$ cat src/rtl/issue_ctrl.sv
// rtl/issue_ctrl.sv - in-order dual-issue controller with decode queue and scoreboard handshake
// Optional perf counters (perf_dual_o, perf_single_o, perf_stall_o) enabled by ISSUE_CTRL_PERF_EN.
module issue_ctrl #(
  parameter int DATA_W = 64,
  parameter int DEPTH  = 4
) (
  input  logic                   clk,
  input  logic                   rst_n,
  input  logic                   flush_i,
  input  logic [1:0]             dec_valid_i,
  output logic                   dec_ready_o,
  input  logic [1:0][DATA_W-1:0] dec_data_i,
  input  logic [1:0][4:0]        dec_rj_i,
  input  logic [1:0][4:0]        dec_rk_i,
  input  logic [1:0][4:0]        dec_rd_i,
  input  logic [1:0]             dec_mem_i,
  output logic [3:0][4:0]        sb_r_addr_o,
  input  logic [3:0]             sb_r_valid_i,
  output logic [1:0][4:0]        sb_w_addr_o,
  output logic [1:0]             sb_is_o,
  input  logic                   sb_ready_i,
  input  logic                   ex_ready_i,
  output logic [1:0]             is_valid_o,
  output logic [1:0][DATA_W-1:0] is_data_o
`ifdef ISSUE_CTRL_PERF_EN
  ,
  output logic [31:0]            perf_dual_o,
  output logic [31:0]            perf_single_o,
  output logic [31:0]            perf_stall_o
`endif
);

  localparam int PW = $clog2(DEPTH);
  localparam int CW = PW + 1;

  logic [DATA_W-1:0] data_q [DEPTH];
  logic [4:0]        rj_q   [DEPTH];
  logic [4:0]        rk_q   [DEPTH];
  logic [4:0]        rd_q   [DEPTH];
  logic [DEPTH-1:0]  mem_q;

  logic [PW-1:0] head_q, tail_q;
  logic [CW-1:0] count_q;
  logic [PW-1:0] h1_ptr, tail1_ptr;

  logic       gate, iss0, iss1, raw, waw, mem_conf;
  logic       enq0, enq1;
  logic [1:0] iss_n, enq_n;

  assign h1_ptr    = head_q + PW'(1);
  assign tail1_ptr = tail_q + PW'(1);

  // Room for a full decode pair; ignores same-cycle dequeues on purpose.
  assign dec_ready_o = (count_q <= CW'(DEPTH - 2));

  // Head views feed the scoreboard unconditionally; stale reads are harmless.
  assign sb_r_addr_o = {rk_q[h1_ptr], rj_q[h1_ptr], rk_q[head_q], rj_q[head_q]};
  assign sb_w_addr_o = {rd_q[h1_ptr], rd_q[head_q]};
  assign is_data_o   = {data_q[h1_ptr], data_q[head_q]};
  assign is_valid_o  = {iss1, iss0};
  assign sb_is_o     = {iss1, iss0};

  // Issue selection: h0 on operand readiness, h1 additionally on pair hazards.
  always_comb begin
    gate     = !flush_i && sb_ready_i && ex_ready_i;
    raw      = (rd_q[head_q] != 5'd0) &&
               ((rd_q[head_q] == rj_q[h1_ptr]) || (rd_q[head_q] == rk_q[h1_ptr]));
    waw      = (rd_q[head_q] != 5'd0) && (rd_q[head_q] == rd_q[h1_ptr]);
    mem_conf = mem_q[head_q] && mem_q[h1_ptr];
    iss0     = gate && (count_q != '0) && sb_r_valid_i[0] && sb_r_valid_i[1];
    iss1     = iss0 && (count_q >= CW'(2)) && sb_r_valid_i[2] && sb_r_valid_i[3] &&
               !raw && !waw && !mem_conf;
    enq0     = !flush_i && dec_ready_o && dec_valid_i[0];
    enq1     = enq0 && dec_valid_i[1];
    iss_n    = {1'b0, iss0} + {1'b0, iss1};
    enq_n    = {1'b0, enq0} + {1'b0, enq1};
  end

  // Queue pointers and occupancy; flush empties and rewinds the buffer.
  always_ff @(posedge clk or negedge rst_n) begin
    if (!rst_n) begin
      head_q  <= '0;
      tail_q  <= '0;
      count_q <= '0;
    end else if (flush_i) begin
      head_q  <= '0;
      tail_q  <= '0;
      count_q <= '0;
    end else begin
      head_q  <= head_q + PW'(iss_n);
      tail_q  <= tail_q + PW'(enq_n);
      count_q <= count_q + CW'(enq_n) - CW'(iss_n);
    end
  end

  // Entry storage written at the tail in slot order; contents are not reset.
  always_ff @(posedge clk) begin
    if (enq0) begin
      data_q[tail_q] <= dec_data_i[0];
      rj_q[tail_q]   <= dec_rj_i[0];
      rk_q[tail_q]   <= dec_rk_i[0];
      rd_q[tail_q]   <= dec_rd_i[0];
      mem_q[tail_q]  <= dec_mem_i[0];
    end
    if (enq1) begin
      data_q[tail1_ptr] <= dec_data_i[1];
      rj_q[tail1_ptr]   <= dec_rj_i[1];
      rk_q[tail1_ptr]   <= dec_rk_i[1];
      rd_q[tail1_ptr]   <= dec_rd_i[1];
      mem_q[tail1_ptr]  <= dec_mem_i[1];
    end
  end

`ifdef ISSUE_CTRL_PERF_EN
  // Saturating issue statistics; survive flush, cleared only by reset.
  always_ff @(posedge clk or negedge rst_n) begin
    if (!rst_n) begin
      perf_dual_o   <= '0;
      perf_single_o <= '0;
      perf_stall_o  <= '0;
    end else begin
      if (iss1 && !(&perf_dual_o)) perf_dual_o <= perf_dual_o + 32'd1;
      if (iss0 && !iss1 && !(&perf_single_o)) perf_single_o <= perf_single_o + 32'd1;
      if ((count_q != '0) && !iss0 && !(&perf_stall_o)) perf_stall_o <= perf_stall_o + 32'd1;
    end
  end
`endif

endmodule

$ cat config.mk
export PLATFORM = sky130hd
export DESIGN_NAME = issue_ctrl
export DESIGN_NICKNAME = d
export VERILOG_FILES = /design/src/rtl/issue_ctrl.sv
export SDC_FILE = /design/constraint.sdc
export NUM_CORES = 1
export LEC_CHECK = 0
export ABC_AREA = 1
export CORE_ASPECT_RATIO = 0.7
export CORE_MARGIN = 4
export CORE_UTILIZATION = 59
export CTS_BUF_LIST = sky130_fd_sc_hd__clkbuf_8
export CTS_CLUSTER_SIZE = 10
export DETAILED_ROUTE_END_ITERATION = 8
export PLACE_DENSITY = 0.95
export REMOVE_ABC_BUFFERS = 1
export SLEW_MARGIN = 5
export SYNTH_ARGS = -nofsm -noshare
export SYNTH_HDL_FRONTEND = slang
export SYNTH_SLANG_ARGS = --single-unit
$ cat constraint.sdc
create_clock -name clk -period 9.9 [get_ports clk]
set_input_delay 1.98 -clock clk [delete_from_list [all_inputs] [get_ports clk]]
set_output_delay 1.98 -clock clk [all_outputs]
set_load 0.05 [all_outputs]
Yosys cells after proc, flatten, opt, wreduce, memory -nomap -nowiden
Memories as Yosys holds them, arrays and structs flattened.
Cells that the tools add are included.
{"block": "totals", "register_bits": 11, "wordCells": 72, "ramBits": 316, "latch_bits": 0, "out_inout_bits": 163, "mem_count": 4, "mem_bits_ro": 0}
{"memory": "data_q", "words": 4, "word_bits": 64, "rd": 2, "rd_clocked_by_memory_dff": 0, "wr": 2, "line": "36", "text": "logic [DATA_W-1:0] data_q [DEPTH];"}
{"memory": "rd_q", "words": 4, "word_bits": 5, "rd": 2, "rd_clocked_by_memory_dff": 0, "wr": 2, "line": "39", "text": "logic [4:0] rd_q [DEPTH];"}
{"memory": "rj_q", "words": 4, "word_bits": 5, "rd": 2, "rd_clocked_by_memory_dff": 0, "wr": 2, "line": "37", "text": "logic [4:0] rj_q [DEPTH];"}
{"memory": "rk_q", "words": 4, "word_bits": 5, "rd": 2, "rd_clocked_by_memory_dff": 0, "wr": 2, "line": "38", "text": "logic [4:0] rk_q [DEPTH];"}
{"block": "classes", "n_bitwise": 0, "addsub": 8, "n_lt_le_gt_ge": 8, "muxes": 19, "n_eq_ne": 3, "shift": 0, "div_mod_pow": 0, "n_reduce_logical": 26, "multipliers": 0}
{"operator": "1-bit logical AND", "count": 19}
{"operator": "5-bit == test", "count": 3}
{"operator": "2-bit by 3-bit less-than comparator with 1-bit output (second input constant)", "count": 4}
{"operator": "4-bit bitwise mux", "count": 2}
{"operator": "1-bit two-way mux", "count": 8}
{"operator": "4-bit two-way mux", "count": 2}
{"operator": "5-bit nonzero test", "count": 1}
{"operator": "1-bit by 1-bit adder with 2-bit output", "count": 2}
{"operator": "2-bit by 1-bit adder with 2-bit output (second input constant)", "count": 2}
{"operator": "2-bit adder", "count": 2}
{"operator": "1-bit binary-select mux with 2-bit select", "count": 2}
{"operator": "1-bit demux with 2-bit select", "count": 2}
{"operator": "2-bit by 1-bit >= comparator with 1-bit output (second input constant)", "count": 2}
{"operator": "1-bit logical NOT", "count": 4}
{"operator": "2-bit two-way mux", "count": 2}
{"operator": "3-bit by 2-bit adder with 3-bit output", "count": 1}
{"operator": "3-bit by 2-bit >= comparator with 1-bit output (second input constant)", "count": 1}
{"operator": "3-bit by 2-bit <= comparator with 1-bit output (second input constant)", "count": 1}
{"operator": "3-bit two-way mux", "count": 1}
{"operator": "3-bit nonzero test", "count": 1}
{"operator": "3-bit by 2-bit subtractor with 3-bit output", "count": 1}
{"operator": "1-bit logical OR", "count": 1}

Depth between registers and ports, before layout
Gate-level depths: netlist (run 1).
{"block": "logic_depth", "word_depth": 15, "depth_mapped": 22}

Worst setup path before layout (run 1)
Ideal clock, no wire load.
{"block": "synth_timing", "path_kind": "input port to output port", "startpoint": "in flush_i", "endpoint": "out is_valid_o[1]", "t_arrival_ns": 2.952, "required_time_ns": 7.920, "cell_stages": 6, "slack_ns": 4.968, "cell_sequence": "inv_2 > nand3_1 > a211oi_1 > nand3_1 > a21oi_1 > buf_4"}
{"block": "synth_via", "elab_chain_len": 12}
{"item": "start, declared", "line": "9", "text": "input logic flush_i,"}
{"item": "1-bit logical NOT", "line": "65", "text": "gate = !flush_i && sb_ready_i && ex_ready_i;"}
{"item": "1-bit logical AND (2 in series)", "line": "65"}
{"item": "1-bit logical AND (3 in series)", "line": "70", "text": "iss0 = gate && (count_q != '0) && sb_r_valid_i[0] && sb_r_valid_i[1];"}
{"item": "net iss0", "line": "46", "text": "logic gate, iss0, iss1, raw, waw, mem_conf;"}
{"item": "1-bit logical AND (4 in series)", "line": "71", "text": "iss1 = iss0 && (count_q >= CW'(2)) && sb_r_valid_i[2] && sb_r_valid_i[3] &&"}
{"item": "1-bit logical AND (2 in series)", "line": "72", "text": "!raw && !waw && !mem_conf;"}
{"item": "end, declared", "line": "23", "text": "output logic [1:0] is_valid_o,"}
The timed path passes the listed nets, and every way through them passes these cells.

Final worst setup path (run 1)
{"block": "layout_timing", "startpoint": "reg head_q[0]", "endpoint": "out sb_is_o[1]"}
{"block": "layout_via", "elab_chain_len": 9, "word_cells_on_any_way": 22}
{"item": "start, declared", "line": "42", "text": "logic [PW-1:0] head_q, tail_q;"}
{"item": "start signal, assigned", "line": "90", "text": "head_q <= head_q + PW'(iss_n);"}
{"item": "2-bit by 1-bit adder with 2-bit output", "line": "50", "text": "assign h1_ptr = head_q + PW'(1);"}
{"item": "memory read 4 x 5 bit, on equally long branches"}
{"item": "5-bit == test", "line": "67", "text": "((rd_q[head_q] == rj_q[h1_ptr]) || (rd_q[head_q] == rk_q[h1_ptr]));"}
{"item": "1-bit logical OR", "line": "67"}
{"item": "1-bit logical AND", "line": "66", "text": "raw = (rd_q[head_q] != 5'd0) &&"}
{"item": "1-bit logical NOT", "line": "72"}
{"item": "1-bit logical AND", "line": "71"}
{"item": "1-bit logical AND", "line": "72"}
{"item": "1-bit logical AND *", "line": "72"}
{"item": "end, declared", "line": "20", "text": "output logic [1:0] sb_is_o,"}
Mark *: on every way between the ends. The rest lies on a longest branch, timed or not. The select of a mux whose other input is x is not followed.

==> flow_summary.ini, run 1 <==
[setup_path]
crit_buf_inv = 4
crit_type = register to primary output
crit_fanout = 106
end_kind = primary output
crit_path_frequent_cell = nand2_1
startpoint = head_q[0]
required_ns = 7.92
path_delay_family = buffers and inverters
path_cells = inv_6 > buf_4 > nand2_1 > nand2_1 > nand2_1 > nand2_2 > nand3_1 > nand3_1 > inv_1 > nand2_1 > nand3_1 > a21oi_1 > clkdlybuf4s50_1
timing.rr.start = head_q[0]
reg2regPathDepth = 20
regToRegEndpoint = count_q[2]
setup.worst_path.start_class = register
cp.arrival_ns = 5.09
crit_slowest_cell = buf_4
crit_path_max_incr_delay_ns = 0.89
r2r_slack_ns = 4.66

[drt]
wl_per_cell_um = 20.8
ant_nets = 0
avgViaCountPerCell = 6.16
dr.first_iter.drc_count = 2517
drtPass1Iterations = 6
drcViolationCount = 0
wl_met2_um = 27800
top_layer = met5
vias = 17600
wl_um = 59400
m1WireLength_um = 21200
wl_met3_um = 8050

[logic_synthesis]
seq_area_frac_synth_pct = 52.0
syn_avg_cell_area_um2 = 8.67
synthCells = 2161
yosysWarningCount = 0
synthTopCellsByArea = edfxtp_1 (51%), nand2_1 (13%), o21ai_1 (6.1%)
synth-seq-cells = 327
yosysTopAreaCellShare_pct = 50.6
syn_area_mm2 = 0.0187
ys_types = 32
synth_top_area_cell = edfxtp_1

[run]
maxCapViolations = 0

[power_and_ir_drop]
internal_power_uw = 2410
p_sw_share_pct = 31.6
power_frac_seq_pct = 47.1
clkPwrFrac_pct = 30.6
power_density_mw_per_mm2 = 155
peakVddDrop_uv = 113
power_leakage_uw = 0.00906
switching_power_uw = 1110
p_comb_share_pct = 22.3

[clocking]
clockBufferDepth = 3
cts_root_buffer = clkbuf_8
ctsResizeCount = 0
cts_setup_buffers = 0
holdBufCountCts = 0
cts_sinks = 327
clkLatencyLatePin_ns = 0.60
cts_tree = built
cts-htree-levels = 2
path_clk_slew_ns = 0.07
numCtsBuffers = 50

[die]
fp.dieH_um = 157
rows = 54
ios = 334
dieArea_mm2 = 0.0347
core_area_mm2 = 0.0312
die_x_um = 221
initial_core_util_pct = 60.0

[timing]
slew_viol_final = 0
max_freq_mhz = 141
relSlewSlack_pct = 20.7
finalSetupViolCount = 0
rsz0062_at_grt = false
final.setup_skew_ns = 0.0171
finalHoldViolCount = 0
post-route-period-util_pct = 71.4
period_minus_slack_ns = 7.07
worstMarginPinSlew_ns = 1.19
fin_setup_tns_ns = 0

[placed_design]
placed_area_mm2 = 0.0219
portBuffers = 333
dpl.hpwl_um = 36000
gp_congestion = 0.910

[global_routing]
grt_usage_pct = 32.9
grt_max_degree = 162
overflow = 0
antenna_found_initial = 3
grt_pass1_wl_um = 91900
first_global_vias = 17400

[min_path]
worstHoldEndpoint = mem_q[1]
holdPathStages = 4
min-delay-path-class = register to register
holdCritStartpoint = mem_q[1]

[finish]
final_area_mm2 = 0.0228
drive_gt1_share_pct = 5.87
nets = 2576
nFillCells = 2223
mostFrequentLayoutCell = nand2_1
mostFrequentLayoutCells = nand2_1 (629), clkdlybuf4s50_1 (333), edfxtp_1 (316), o21ai_1 (229), o21ai_0 (213)
area_delta_synth_final_pct = 21.5

[outcome]
status = complete, no violations
[worst min-delay path: cells and delay by family (launching register included)]
kind	cells	cell delay, ns
compound gates	2	0.15
buf+inv	1	0.07
flops	1	0.31
simple gates	1	0.07
[area by class of cell]
type                            instances  area [µm²]  area share, %
Sequential cell                       327        9750           42.8
Clock buffer                           51         702           3.08
Inverter                              114         447           1.96
Clock inverter                         40         216          0.950
Timing Repair Buffer                  347        3440           15.1
Antenna cell                            2        5.00         0.0220
Tap cell                              420         526           2.31
Multi-Input combinational cell       1558        7700           33.8
[Yosys cell counts, drive strengths merged]
cell,count
ha,5
a21oi,7
nand3,35
inv,114
mux2i,64
nand3b,1
clkbuf,65
o21ai,478
nor3,1
nor2,175
fa,2
a211oi,1
nand2,641
dfxtp,4
o211ai,66
xor2,6
dfrtp,7
o22ai,75
xnor2,1
edfxtp,316
buf,97
[layer usage]
| metal | vias up | track usage [%] |
|---|---|---|
| met1 | 8137 | 41.5 |
| met2 | 1308 | 54.2 |
| met4 | 2 | 15.2 |
| met3 | 186 | 8.63 |
| li1 | 7979 | - |
| met5 | - | 0 |
[cell families (layout without fill, tap and decap cells)]
| kind of cell | Yosys count | count (layout) | synth area share, % |
|---|---|---|---|
| AND/OR/NAND/NOR | 853 | 853 | 17.6 |
| AO/OA/AOI/OAI | 627 | 627 | 18.9 |
| flip-flops | 327 | 327 | 52.0 |
| buffers and inverters | 276 | 552 | 7.26 |
| multiplexers | 64 | 64 | 3.42 |
| adder cells (fa/ha/maj) | 7 | 7 | 0.547 |
| XOR/XNOR | 7 | 7 | 0.327 |
| other | 0 | 2 | 0 |
[flip-flops by register name, indices dropped and copies added (netlist names)]
name,count
data_q,256
tail_q,2
head_q,2
rd_q,20
count_q,3
rj_q,20
rk_q,20
mem_q,4
[how the worst max path moves through the flow]
stage	slack, ns	end	depth (start not counted)
finish	2.83	sb_is_o[1]	13
global route	2.55	sb_is_o[1]	13
CTS	2.95	sb_is_o[1]	13
detailed placement	3.54	is_valid_o[1]	7
global placement	3.68	is_valid_o[1]	7
floorplan	-3.90	is_valid_o[1]	12
[power by group through the flow]
stage               logic, µW  clock network, µW  registers [µW]
finish                    787               1080            1660
global route              835               1150            1670
CTS                       780               1080            1660
detailed placement        775                  0            1690
global placement          756                  0            1680
floorplan                 474                  0            1690
[per-stage QoR]
stage	util [%]	hold slack (ns)	setup slack, ns	cells	power, µW
6_report	73.0	0.630	2.83	2859	3530
4_1_cts	73.0	0.617	2.95	2857	3520
5_1_grt	73.0	0.657	2.55	2859	3650
3_3_place_gp	70.0	0.584	3.68	2766	2440
2_1_floorplan	-	0.545	-3.90	1999	2160
3_5_place_dp	70.0	0.596	3.54	2766	2460
Power figures use the tool's default switching activity.
==> inputs of run 2 (changes only) <==
--- a/config.mk
+++ b/config.mk
@@ -8,11 +8,11 @@
 export ABC_AREA = 1
 export CORE_ASPECT_RATIO = 0.7
 export CORE_MARGIN = 4
-export CORE_UTILIZATION = 59
+export CORE_UTILIZATION = 50
 export CTS_BUF_LIST = sky130_fd_sc_hd__clkbuf_8
 export CTS_CLUSTER_SIZE = 10
 export DETAILED_ROUTE_END_ITERATION = 8
-export PLACE_DENSITY = 0.95
+export PLACE_DENSITY = 0.87
 export REMOVE_ABC_BUFFERS = 1
 export SLEW_MARGIN = 5
 export SYNTH_ARGS = -nofsm -noshare
==> constraint.sdc (replaced) <==
create_clock -name clk -period 5.85 [get_ports clk]
set_input_delay 1.17 -clock clk [delete_from_list [all_inputs] [get_ports clk]]
set_output_delay 1.17 -clock clk [all_outputs]
set_load 0.05 [all_outputs]
==> run 2 against run 1 <==
Count of clock-buffer cells in the layout is 6 higher. Sequential power is 69% higher. Global-route usage is 5.4 points lower. Register-to-register slack lost 3.8 ns. Combinational power grew 69%. Highest routed layer unchanged. Hold slack got worse by 0.0083 ns. Non-clock buffer count increased by 6. Largest power group unchanged. Sequential share of layout area fell by 0.39 points. Clock power grew 70%. Routed wire length fell by 1.1%. Power grew 70%.
==> flow_summary.ini, run 2 (synthesis gave the netlist of run 1 again) <==
[outcome]
status = complete, no violations

[setup_path]
required_ns = 4.68
path_cells = inv_6 > nand2_2 > nand2_4 > buf_4 > o211ai_1 > clkdlybuf4s50_1
crit_buf_inv = 3
cp.arrival_ns = 4.11
path_delay_family = buffers and inverters
crit_slowest_cell = clkdlybuf4s50_1
crit_path_max_incr_delay_ns = 0.75
setup.worst_path.start_class = register
crit_type = register to primary output
end_kind = primary output
crit_fanout = 80

[die]
ios = 334
fp.dieH_um = 170
rows = 59
initial_core_util_pct = 50.6
core_area_mm2 = 0.0371
die_x_um = 239
dieArea_mm2 = 0.0407

[timing]
post-route-period-util_pct = 90.3
timing.hold.ws_ns = 0.622
final.setup_skew_ns = 0.0215
finalHoldViolCount = 0
finalSetupViolCount = 0
slew_viol_final = 0
worstMarginPinSlew_ns = 1.15
period_minus_slack_ns = 5.28
relSlewSlack_pct = 23.3
max_freq_mhz = 189
rsz0062_at_grt = false

[clocking]
numCtsBuffers = 51
ctsResizeCount = 0
clkLatencyLatePin_ns = 0.59
cts_tree = built
path_clk_slew_ns = 0.07
cts_sinks = 327
cts_setup_buffers = 0
clockBufferDepth = 3
cts-htree-levels = 2
holdBufCountCts = 0
cts_root_buffer = clkbuf_8

[power_and_ir_drop]
power_frac_seq_pct = 47.0
p_comb_share_pct = 22.3
power_density_mw_per_mm2 = 260
power_leakage_uw = 0.00915
clkPwrFrac_pct = 30.8
switching_power_uw = 1860
internal_power_uw = 4120
peakVddDrop_uv = 144
p_sw_share_pct = 31.1

[placed_design]
gp_congestion = 0.892
dpl.hpwl_um = 36900
portBuffers = 333

[run]
maxCapViolations = 0

[drt]
wl_um = 58700
avgViaCountPerCell = 5.96
drtPass1Iterations = 6
ant_nets = 0
vias = 17500
drcViolationCount = 0
dr.first_iter.drc_count = 2250
wl_per_cell_um = 20.0

[finish]
area_delta_synth_final_pct = 22.6
drive_gt1_share_pct = 6.55
mostFrequentLayoutCells = nand2_1 (629), clkdlybuf4s50_1 (321), edfxtp_1 (316), o21ai_1 (229), o21ai_0 (213)
max_flop_register = data_q
final_util_pct = 62.0
largest_reg_flops = 256
nets = 2583
mostFrequentLayoutCell = nand2_1

[min_path]
min-delay-path-class = register to register

[global_routing]
grt_pass1_wl_um = 89400
grt_max_degree = 104
antenna_found_initial = 6
first_global_vias = 16900
grt_usage_pct = 27.5
overflow = 0
[run 2: cell types whose count changed in the layout (fill, tap and decap cells not counted)]
cell,before,now
inv_1,116,123
bufinv_16,2,1
diode_2,2,4
clkinv_2,9,4
clkdlybuf4s50_1,333,321
buf_12,0,6
buf_4,14,26
clkinv_1,17,12
clkbuf_8,51,57
clkinvlp_4,1,0
[run 2: metrics by stage]
step | setup slack (ns) | cell area, µm² | cells | power [µW] | TNS [ns]
floorplan | -7.68 | 17800 | 1999 | 3650 | -790.45
global placement | 1.12 | 22000 | 2840 | 4130 | 0
detailed placement | 0.926 | 22000 | 2840 | 4170 | 0
CTS | 0.573 | 23000 | 2932 | 5980 | 0
global route | 0.336 | 23000 | 2936 | 6200 | 0
finish | 0.569 | 23000 | 2936 | 5980 | 0
[run 2: final cells by class]
type / instances / area [µm²]
multi-input cells: 1558 / 7700
fillers: 2910 / 14100
flip-flops and latches: 327 / 9750
inverters: 114 / 447
well taps: 488 / 611
clock buffers: 57 / 785
repair buffers: 353 / 3530
diodes: 4 / 10.0
clock inverters: 35 / 161
[run 2: path summary, 6_finish.rpt]
check	cells after the start	start	slack (ns)	to
max in group asynchronous	1	rst_n	4.74	head_q[0]
worst min register to register	4	mem_q[1]	0.62	mem_q[1]
worst max register to register	20	head_q[0]	0.90	count_q[2]
worst max-delay path	6	head_q[0]	0.57	is_data_o[111]
min in group asynchronous	1	rst_n	0.84	tail_q[1]
worst min-delay path	4	mem_q[1]	0.62	mem_q[1]
[run 2: metal layers]
metal / GRT usage (%) / wire (µm)
met4: 12.6 / 2270
met5: 0 / 26
met3: 6.46 / 7410
met1: 35.6 / 21600
met2: 44.4 / 27400
[run 2: worst min-delay path: stages, from the launching register on]
cell and delay [ns]:
dfxtp_1 0.31, inv_1 0.06, nand2_1 0.06, o211ai_1 0.08, o21ai_0 0.07
[run 2: power groups by stage]
stage | combinational [µW] | sequential [µW] | clock [µW]
finish | 1330 | 2810 | 1840
global route | 1420 | 2820 | 1960
CTS | 1330 | 2800 | 1850
detailed placement | 1320 | 2850 | 0
global placement | 1290 | 2850 | 0
floorplan | 802 | 2850 | 0
